[src/rtl/rcas_multicycle.sv]
// rcas_multicycle: chunked ripple-carry add/sub with valid/ready, CHUNK bits per clock; RCAS_OVERFLOW_DETECT_EN adds signed overflow output ovf
module rcas_multicycle #(
  parameter int WIDTH = 16,
  parameter int CHUNK = 4
) (
  input  logic             clk,
  input  logic             rst,
  input  logic             in_valid,
  output logic             in_ready,
  input  logic [WIDTH-1:0] a,
  input  logic [WIDTH-1:0] b,
  input  logic             sel,
  output logic             out_valid,
  input  logic             out_ready,
  output logic [WIDTH-1:0] result,
  output logic             c_out
`ifdef RCAS_OVERFLOW_DETECT_EN
  ,
  output logic             ovf
`endif
);
  localparam int NUM_CHUNKS = WIDTH / CHUNK;
  localparam int IW = NUM_CHUNKS > 1 ? $clog2(NUM_CHUNKS) : 1;
  typedef enum logic [1:0] {IDLE, CALC, DONE} state_t;
  state_t state_q, state_d;
  logic [IW-1:0] idx_q, idx_d;
  logic carry_q, carry_d;
  logic [WIDTH-1:0] a_q, a_d, b_q, b_d, acc_q, acc_d, result_q, result_d;
  logic c_out_q, c_out_d, in_ready_q, in_ready_d, out_valid_q, out_valid_d;
  logic [CHUNK-1:0] a_sl, b_sl, s_sl;
  logic cy, last;
`ifdef RCAS_OVERFLOW_DETECT_EN
  logic ovf_q, ovf_d;
  assign ovf = ovf_q;
`endif
  assign in_ready = in_ready_q;
  assign out_valid = out_valid_q;
  assign result = result_q;
  assign c_out = c_out_q;
  // one slice of the ripple chain per cycle, plus the IDLE/CALC/DONE handshake sequencing
  always_comb begin
    a_sl = a_q[idx_q*CHUNK +: CHUNK];
    b_sl = b_q[idx_q*CHUNK +: CHUNK];
    {cy, s_sl} = {1'b0, a_sl} + {1'b0, b_sl} + {{CHUNK{1'b0}}, carry_q};
    last = idx_q == IW'(NUM_CHUNKS - 1);
    state_d = state_q;
    idx_d = idx_q;
    carry_d = carry_q;
    a_d = a_q;
    b_d = b_q;
    acc_d = acc_q;
    result_d = result_q;
    c_out_d = c_out_q;
    in_ready_d = in_ready_q;
    out_valid_d = out_valid_q;
`ifdef RCAS_OVERFLOW_DETECT_EN
    ovf_d = ovf_q;
`endif
    if (state_q == IDLE && in_valid) begin
      state_d = CALC;
      a_d = a;
      b_d = sel ? ~b : b;
      carry_d = sel;
      idx_d = '0;
      in_ready_d = 1'b0;
    end else if (state_q == CALC) begin
      acc_d[idx_q*CHUNK +: CHUNK] = s_sl;
      carry_d = cy;
      idx_d = idx_q + IW'(1);
      if (last) begin
        state_d = DONE;
        result_d = acc_d;
        c_out_d = cy;
        out_valid_d = 1'b1;
`ifdef RCAS_OVERFLOW_DETECT_EN
        ovf_d = a_sl[CHUNK-1] ^ b_sl[CHUNK-1] ^ s_sl[CHUNK-1] ^ cy;
`endif
      end
    end else if (state_q == DONE && out_ready) begin
      state_d = IDLE;
      out_valid_d = 1'b0;
      in_ready_d = 1'b1;
    end
  end
  // state registers; reset aborts any operation in flight
  always_ff @(posedge clk) begin
    if (rst) begin
      state_q <= IDLE;
      idx_q <= '0;
      carry_q <= 1'b0;
      a_q <= '0;
      b_q <= '0;
      acc_q <= '0;
      result_q <= '0;
      c_out_q <= 1'b0;
      in_ready_q <= 1'b1;
      out_valid_q <= 1'b0;
`ifdef RCAS_OVERFLOW_DETECT_EN
      ovf_q <= 1'b0;
`endif
    end else begin
      state_q <= state_d;
      idx_q <= idx_d;
      carry_q <= carry_d;
      a_q <= a_d;
      b_q <= b_d;
      acc_q <= acc_d;
      result_q <= result_d;
      c_out_q <= c_out_d;
      in_ready_q <= in_ready_d;
      out_valid_q <= out_valid_d;
`ifdef RCAS_OVERFLOW_DETECT_EN
      ovf_q <= ovf_d;
`endif
    end
  end
endmodule

[config.mk]
export PLATFORM = sky130hd
export DESIGN_NAME = rcas_multicycle
export DESIGN_NICKNAME = d
export VERILOG_FILES = /design/src/rtl/rcas_multicycle.sv
export SDC_FILE = /design/constraint.sdc
export NUM_CORES = 1
export LEC_CHECK = 0
export CAP_MARGIN = 40
export CORE_UTILIZATION = 53
export CTS_CLUSTER_DIAMETER = 80
export DETAILED_ROUTE_END_ITERATION = 10
export PLACE_DENSITY = 0.89
export SETUP_SLACK_MARGIN = 0.15
export SYNTH_ARGS = -nofsm -noshare
export SYNTH_HDL_FRONTEND = slang
export SYNTH_SLANG_ARGS = --single-unit
[constraint.sdc]
create_clock -name clk -period 3.2 [get_ports clk]
set_input_delay 0.8 -clock clk [delete_from_list [all_inputs] [get_ports clk]]
set_output_delay 0.8 -clock clk [all_outputs]
set_load 0.01 [all_outputs]
Word level (Yosys, flattened, before mapping) --
Index checks and enable logic that the tools add are counted.
Storage, ports and cells: register bits after elaboration 72, bits of input ports 37, output and inout port bits 19, word-level logic and storage cells 55
Operators by class: $add $sub $neg 4, equal/unequal tests 6, shifts and indexed selects 4, muxes and demuxes 14, bitwise gates (word level) 2, reduce and logical (&&, ||, !) cells 14
Operators with widths (number):
- $neg 4->34 | 1
- $shift 4x34->16 const A | 1
- $shiftx 4x34->16 | 1
- $shiftx 16x5->4 | 2
- $bwmux 16 | 1
- $mux 16 | 1
- $not 16->16 | 1
- $mux 1 | 9
- $reduce_and 2->1 | 4
- $mux 2 | 3
- $reduce_and 3->1 | 2
- $reduce_bool 2->1 | 3
- $add 4x4->5 | 1
- $add 5x1->5 | 1
- $eq 2x2->1 const B | 2
- $ne 2x2->1 const B | 2
- $ne 3x3->1 const B | 1
- $reduce_bool 3->1 | 1
- $add 2x1->2 const B | 1
- $eq 2x1->1 const B | 1
- $logic_and 1x1->1 | 2
- $logic_not 2->1 | 1
- $reduce_or 2->1 | 1
- $not 1->1 | 1

Depth between registers and ports, before layout --
Gate-level depths: netlist of the first run.
word-level depth 5, depth in mapped cells 8, mapped depth without buffers 7

Worst setup path before layout of the first run --
Ideal clock, no wire load.
path type register -> register, start point register idx_q[0], end point register acc_q[5], library setup time 86 ps, arrival 2761 ps, data required time 3114 ps, slack 353 ps, stages on the path, launching flop included 9, path buffers 1, clock period less this slack 2847 ps, cell sequence dfxtp_1 > buf_4 > mux4_2 > fa_1 > fa_1 > nor2b_1 > and4_1 > a21oi_1 > a211oi_1
On the way: cells in the longest elaborated chain, start to end 5, elaborated cells between the ends (all ways) 8, classes of those cells 3 x add/sub; 4 x shift; 1 x mux
Ends and longest elaborated chain:
- start: declaration | line 26 | logic [IW-1:0] idx_q, idx_d;
- start signal: assignment | line 103 | idx_q <= idx_d;
- $shiftx 16x5->4, on equally long branches | line 42, 43
- $add 4x4->5 | line 44 | {cy, s_sl} = {1'b0, a_sl} + {1'b0, b_sl} + {{CHUNK{1'b0}}, carry_q};
- $add 5x1->5 | line 44
- $shiftx 4x34->16 | line 67 | acc_d[idx_q*CHUNK +: CHUNK] = s_sl;
- $bwmux 16 * | line 67
- end signal: assignment | line 93 | acc_q <= '0;
- end signal: assignment | line 107 | acc_q <= acc_d;
- end: declaration | line 28 | logic [WIDTH-1:0] a_q, a_d, b_q, b_d, acc_q, acc_d, result_q, result_d;
Mark *: on every way between the ends. The rest lies on a longest branch, timed or not. A chain may end at the register's enable or synchronous reset.

Worst setup path after layout of the first run --
start point register idx_q[0], end point register result_q[15] (netlist: result[15])
On the way: cells in the longest elaborated chain, start to end 5, elaborated cells between the ends (all ways) 10, classes of those cells 3 x add/sub; 1 x eq/ne; 4 x shift; 1 x mux; 1 x reduce/logical
Ends and longest elaborated chain:
- $shiftx 16x5->4, on equally long branches | line 42, 43
- $add 4x4->5 | line 44
- $add 5x1->5 | line 44
- $shiftx 4x34->16 | line 67
- $bwmux 16 | line 67
- end signal: assignment | line 108 | result_q <= result_d;
- end: declaration | line 28
Several ways; a longest one is shown, not always the timed one.

==> out/results.ini, run 1 <==
[setup_path]
crit_start = idx_q[0]$_SDFFE_PP0P_
critPathCaptureType = flop
cp-start-kind = flop
worstPathArrival_ps = 3030
slowest_stage = mux4_2
path_class = reg -> reg
cpPeakStageDelay_ps = 580
crit_fanout = 14
r2r_start = idx_q[0]$_SDFFE_PP0P_
cp.required_ps = 3390
path_cells = buf_4, mux4_2, ha_1, and3_1, or3_1, a32oi_1, a211oi_1

[power]
p_per_area_mw_per_mm2 = 481.6
ir_drop_v = 0.0003452
finalPower_mw = 1.938
leakage_nw = 1.440

[clocking]
cts_sinks = 72
h-tree-depth = 3
cts_tree = yes
cts-root-buf = clkbuf_8
cts_buffers = 9
cts_resized = 0
clkLatencyLatePin_ps = 350
postCtsHoldBufs = 0
max-clock-path-buffers = 2
cts.reportedPaths.clkPinSlew_ps = 70
postCtsSetupBuffers = 0

[synth]
ys_top_cells_by_count = dfxtp_1 (72), nor2_1 (49), nand2_1 (45)
yosysUniqueCellTypes = 39
postSynthAreaPerCell_sq_um = 9.024
ys_ff_latch = 72
yosys_warnings = 0
synth_nets = 411
synth-edff-count = 0
synth.most_common_cell = dfxtp_1
synthCells = 363
synth.top_cell.area_share = 0.4400
synthFlopType = dfxtp_1
async_flop_share = 0
synth.area.top_cells = dfxtp_1 (44%), a211oi_1 (7.8%), nor2_1 (5.6%)
yosysTopAreaCell = dfxtp_1
ys_seq_area_frac = 0.4400
netlist_area_sq_mm = 0.003276

[global_route]
grt_overflow = 0
grt_max_degree = 51
track_usage = 0.2374
antenna_found_initial = 0
grt_pass1_vias = 2653
grt_pass1_wl_mm = 11.74

[sta]
holdWs_ps = 454.7
setup_violations = 0
fmax_mhz = 352.4
relSlewSlack = 0.4058
period_needed_ps = 2838
min_period_over_period = 0.8868
skew_ps = 8.394
slew_violations = 0
grt_setup_unrepaired = false
hold_viol_final = 0
final.setup.tns_ps = 0
worst_slew_pin_slew_ps = 891.3

[routing]
vias = 2753
drcViolationCount = 0
drtIter0Drc = 182
postRouteAntennaNets = 0
viasPerCell = 5.653
wire_per_inst_um = 14.20
totalWireLength_mm = 6.914
dr.pass1.iters = 4

[placed_design]
io_buffer_count = 55
place_area_sq_mm = 0.003852
hpwl_mm = 4.963
gp_congestion = 0.8641

[finish]
fin_nets = 457
n_antenna_cell = 0
syn_to_final_growth_pct = 22.88
drive_gt1_frac = 0.08252
fin_area_sq_mm = 0.004025
num-fill-cells = 471

[worst_hold_path]
hold_path.startpoint = acc_q[3]$_SDFFE_PP0P_
min_path_type = reg -> reg

[die]
coreArea_sq_mm = 0.005956
die_h_um = 80.62
die_w_um = 80.62
ios = 56
core.rowCount = 28
dieArea_sq_mm = 0.006499
start_util = 0.5500

[run_status]
outcome = finished, final reports clean

[flow_run]
drv_cap = 0

==> final cells by class <==
cell class	count	area (sq um)	share of cell area
multi-input cells	257	1684	0.4184
flip-flops and latches	72	1441	0.3581
repair buffers	61	603.1	0.1498
clock buffers	14	172.7	0.04290
well taps	75	93.84	0.02331
inverters	8	30.03	0.007460
==> cell families (layout without fill, tap and decap cells) <==
family	after synthesis	after routing	synth area share
multiplexers	8	8	0.05500
adder cells (fa/ha/maj)	11	11	0.04660
buffers and inverters	34	83	0.04584
AO/OA/AOI/OAI	90	90	0.1849
flip-flops	72	72	0.4400
XOR/XNOR	18	18	0.04813
AND/OR/NAND/NOR	130	130	0.1795
==> power by group <==
group	switching, mW	internal [mW]	total [mW]
clock	0.311	0.338	0.649
combinational	0.167	0.147	0.314
sequential	0.0304	0.945	0.975
==> through the flow <==
step	setup WS [ps]	std cells	util
3_5_place_dp	388.0	473	0.6468
2_1_floorplan	353.2	363	-
4_1_cts	360.0	487	0.6758
6_report	362.2	487	0.6758
3_3_place_gp	457.5	473	0.6468
5_1_grt	169.1	487	0.6758
==> layer usage <==
metal / global-route usage / wire [um] / part of all wire / vias up
met3: 0.04545 / 391 / 0.057 / 17
met2: 0.4025 / 3466 / 0.50 / 93
met1: 0.2773 / 2881 / 0.42 / 1267
met4: 0.1375 / 174 / 0.025 / 0
met5: 0 / 0 / 0 / -
li1: - / - / - / 1376
==> worst max-delay path: cells and delay by family, from the launching register on <==
kind / cells / cell delay [ps]
compound gates: 2 / 360
fa+ha+maj: 1 / 320
buf+inv: 1 / 280
flops: 1 / 430
mux: 1 / 580
simple gates: 2 / 700
==> worst paths after layout <==
kind | end | slack (ps) | cells past startpoint
setup / recovery | result[15]$_SDFFE_PP0P_ | 360 | 7
hold / removal | acc_q[3]$_SDFFE_PP0P_ | 450 | 2
hold reg to reg | acc_q[3]$_SDFFE_PP0P_ | 450 | 2
setup reg to reg | result[15]$_SDFFE_PP0P_ | 360 | 7
==> cells in the final DEF, fill, tap and decap left out, types with 2 or more instances in the layout <==
cell type | Yosys | routed
dfxtp_1 | 72 | 72
clkdlybuf4s50_1 | 0 | 54
nor2_1 | 49 | 49
nand2_1 | 45 | 45
a211oi_1 | 34 | 34
a21oi_1 | 30 | 30
xnor2_1 | 17 | 17
clkbuf_8 | 0 | 12
nor3_1 | 9 | 9
ha_1 | 9 | 9
mux4_2 | 8 | 8
nor2b_1 | 7 | 7
inv_1 | 6 | 6
a221oi_1 | 6 | 6
a32oi_1 | 6 | 6
buf_4 | 2 | 5
and3_1 | 4 | 4
nand4_1 | 4 | 4
a22oi_1 | 4 | 4
o21ai_0 | 3 | 3
inv_2 | 2 | 2
and2_1 | 2 | 2
a21o_1 | 2 | 2
a31oi_1 | 2 | 2
fa_1 | 2 | 2
clkbuf_1 | 12 | 2
==> state kept, by name, indices dropped and copies added (netlist names), 2 cells and up <==
name and flops:
a_q 16, acc_q 16, b_q 16, result 16
idx_q 2, state_q 2
No activity file was read; power rests on OpenSTA's default activity.
==> inputs of run 2 (changes only) <==
==> constraint.sdc (replaced) <==
create_clock -name clk -period 3 [get_ports clk]
set_input_delay 0.75 -clock clk [delete_from_list [all_inputs] [get_ports clk]]
set_output_delay 0.75 -clock clk [all_outputs]
set_load 0.01 [all_outputs]
==> run 2 against run 1 <==
- largest cell class unchanged
- routed wire length is 4.0% higher
- core utilization grew 0.063 points
- clock-buffer cell count down 2
- critical path type unchanged
- cell count grew 1.0%
- sequential share of layout area barely moved
- total power grew 5.8%
- die area unchanged
==> out/results.ini, run 2 (synthesis gave the netlist of run 1 again) <==
[finish]
fin_nets = 460  ; +0.66%
final_cell_mix = dfxtp_1 (71), clkdlybuf4s50_1 (54), nor2_1 (49)
final_common_cell = dfxtp_1
drive_gt1_frac = 0.09592  ; +0.01340
n_antenna_cell = 0  ; unchanged
syn_to_final_growth_pct = 22.99  ; about the same

[clocking]
cts-root-buf = clkbuf_8
clkLatencyLatePin_ps = 360  ; about the same
cts_sinks = 72  ; unchanged
h-tree-depth = 3  ; unchanged
cts_tree = yes
max-clock-path-buffers = 2  ; unchanged
cts.reportedPaths.clkPinSlew_ps = 70  ; about the same
postCtsHoldBufs = 0  ; unchanged
cts_buffers = 9  ; unchanged

[worst_hold_path]
hold_path.startpoint = acc_q[3]$_SDFFE_PP0P_
min_to = acc_q[3]$_SDFFE_PP0P_
min_path_type = reg -> reg
min_delay_path_depth = 2  ; unchanged

[setup_path]
cp_num_buf_inv = 0  ; -1
r2r_start = idx_q[0]$_SDFFE_PP0P_
crit_top_cell = fa_1
worstPathArrival_ps = 2980  ; -50 ps
r2r_end = acc_q[5]$_SDFFE_PP0P_
path_cells = mux4_2, fa_1, fa_1, nor2b_1, and4_1, a21oi_1, a211oi_1
cp-start-kind = flop
crit_family = adder cells
critPathCaptureType = flop
path_class = reg -> reg
cp.required_ps = 3270  ; -120 ps
cpPeakStageDelay_ps = 560  ; -20 ps
rrSetupSlack_ps = 290  ; -70 ps
reg2regPathDepth = 7  ; unchanged
crit_fanout = 5  ; -9
slowest_stage = fa_1

[routing]
postRouteAntennaNets = 0  ; unchanged
vias = 2783  ; +1.1%
drcViolationCount = 0  ; unchanged
drtIter0Drc = 245  ; +35%
viasPerCell = 5.657  ; about the same
wire_per_inst_um = 14.61  ; +2.9%
totalWireLength_mm = 7.189  ; +4.0%
dr.pass1.iters = 4  ; unchanged

[power]
p_per_area_mw_per_mm2 = 508.8  ; +5.7%
sequentialPowerShare = 0.507  ; +0.004
clockPowerShare = 0.327  ; -0.008
comb_power_share = 0.166  ; +0.004
intPower_mw = 1.483  ; +3.7%
ir_drop_v = 0.0003439  ; -0.39%
p_sw_frac = 0.2765  ; +0.01418
leakage_nw = 1.452  ; +0.88%
switchingPower_uw = 566.9  ; +11%

[sta]
worst_slew_pin_slew_ps = 647.1  ; -244.2 ps
fmax_mhz = 368.7  ; +4.6%
hold_viol_final = 0  ; unchanged
min_period_over_period = 0.9040  ; +0.01721
slew_violations = 0  ; unchanged
fin_ws_ps = 288.0  ; -74.27 ps
final.setup.tns_ps = 0  ; unchanged
grt_setup_unrepaired = false
relSlewSlack = 0.5686  ; +0.1628
skew_ps = 6.203  ; -2.192 ps
period_needed_ps = 2712  ; -125.7 ps
setup_violations = 0  ; unchanged

[placed_design]
io_buffer_count = 55  ; unchanged
gp_congestion = 0.8688  ; +0.54%
pre_cts_slack_ps = 206.3  ; -181.7 ps
hpwl_mm = 5.028  ; +1.3%

[die]
die_h_um = 80.62  ; unchanged
ios = 56  ; unchanged
die_w_um = 80.62  ; unchanged
start_util = 0.5500  ; unchanged
core.rowCount = 28  ; unchanged
coreArea_sq_mm = 0.005956  ; unchanged
dieArea_sq_mm = 0.006499  ; unchanged

[global_route]
antenna_found_initial = 0  ; unchanged
grt_overflow = 0  ; unchanged
track_usage = 0.2441  ; +0.006693
grt_pass1_vias = 2636  ; -0.64%
grt_pass1_wl_mm = 11.92  ; +1.5%
grt_max_degree = 51  ; unchanged

[run_status]
outcome = finished, final reports clean

[flow_run]
drv_cap = 0  ; unchanged

run 2: changes by cell type in the layout (fill, tap and decap cells not counted):
cell and delta:
dfxtp_1 -1, clkinv_2 +4, clkbuf_8 -2, buf_12 -1
buf_4 +4, dfxtp_2 +1
run 2: repair_timing:
action	in CTS	in global routing
endpoints found under the setup margin	0	10
gates resized for setup	0	1
buffers inserted	0	0
run 2: final cells by class:
type                            instances  area, sq um
Inverter                                8        30.03
Multi-Input combinational cell        257         1684
Clock buffer                           12        145.1
Clock inverter                          4        20.02
Fill cell                             499         1927
Sequential cell                        72         1443
Tap cell                               75        93.84
Timing Repair Buffer                   64        613.1
run 2: how the worst max path moves through the flow:
| stage | from | to | slack [ps] | depth (start not counted) |
|---|---|---|---|---|
| global route | idx_q[0]$_SDFFE_PP0P_ | acc_q[5]$_SDFFE_PP0P_ | 160 | 7 |
| CTS | idx_q[0]$_SDFFE_PP0P_ | acc_q[9]$_SDFFE_PP0P_ | 210 | 7 |
| finish | idx_q[0]$_SDFFE_PP0P_ | acc_q[5]$_SDFFE_PP0P_ | 290 | 7 |
| global placement | idx_q[0]$_SDFFE_PP0P_ | result[5]$_SDFFE_PP0P_ | 300 | 7 |
| floorplan | idx_q[0]$_SDFFE_PP0P_ | acc_q[5]$_SDFFE_PP0P_ | 150 | 8 |
| detailed placement | idx_q[0]$_SDFFE_PP0P_ | acc_q[9]$_SDFFE_PP0P_ | 210 | 7 |
run 2: power by group through the flow:
stage	clock network, mW	registers, mW	logic [mW]
after CTS	0.673	1.04	0.337
after global placement	0	1.06	0.323
after detailed placement	0	1.06	0.335
after global routing	0.712	1.04	0.375
after floorplan	0	1.05	0.236
final	0.670	1.04	0.340
run 2: stage by stage:
step / cell area [sq um] / total power [mW] / std cells / utilization / hold WS, ps
after CTS: 4028 / 2.049 / 492 / 0.6763 / 456.0
after floorplan: 3276 / 1.286 / 363 / - / 431.5
final: 4029 / 2.050 / 492 / 0.6765 / 455.7
after detailed placement: 3862 / 1.396 / 476 / 0.6485 / 446.5
after global placement: 3862 / 1.381 / 476 / 0.6485 / 439.2
after global routing: 4029 / 2.131 / 492 / 0.6765 / 485.6
run 2: layer usage:
metal	track usage	vias up	routed length (um)
li1	-	1385	-
met1	0.2794	1265	2922
met2	0.4127	109	3604
met3	0.07045	24	409
met4	0.1214	0	252
met5	0	-	0
run 2: worst min-delay path: stages (launching register included):
cell and delay [ps]:
dfxtp_1 310, nand2_1 50, a21oi_1 50
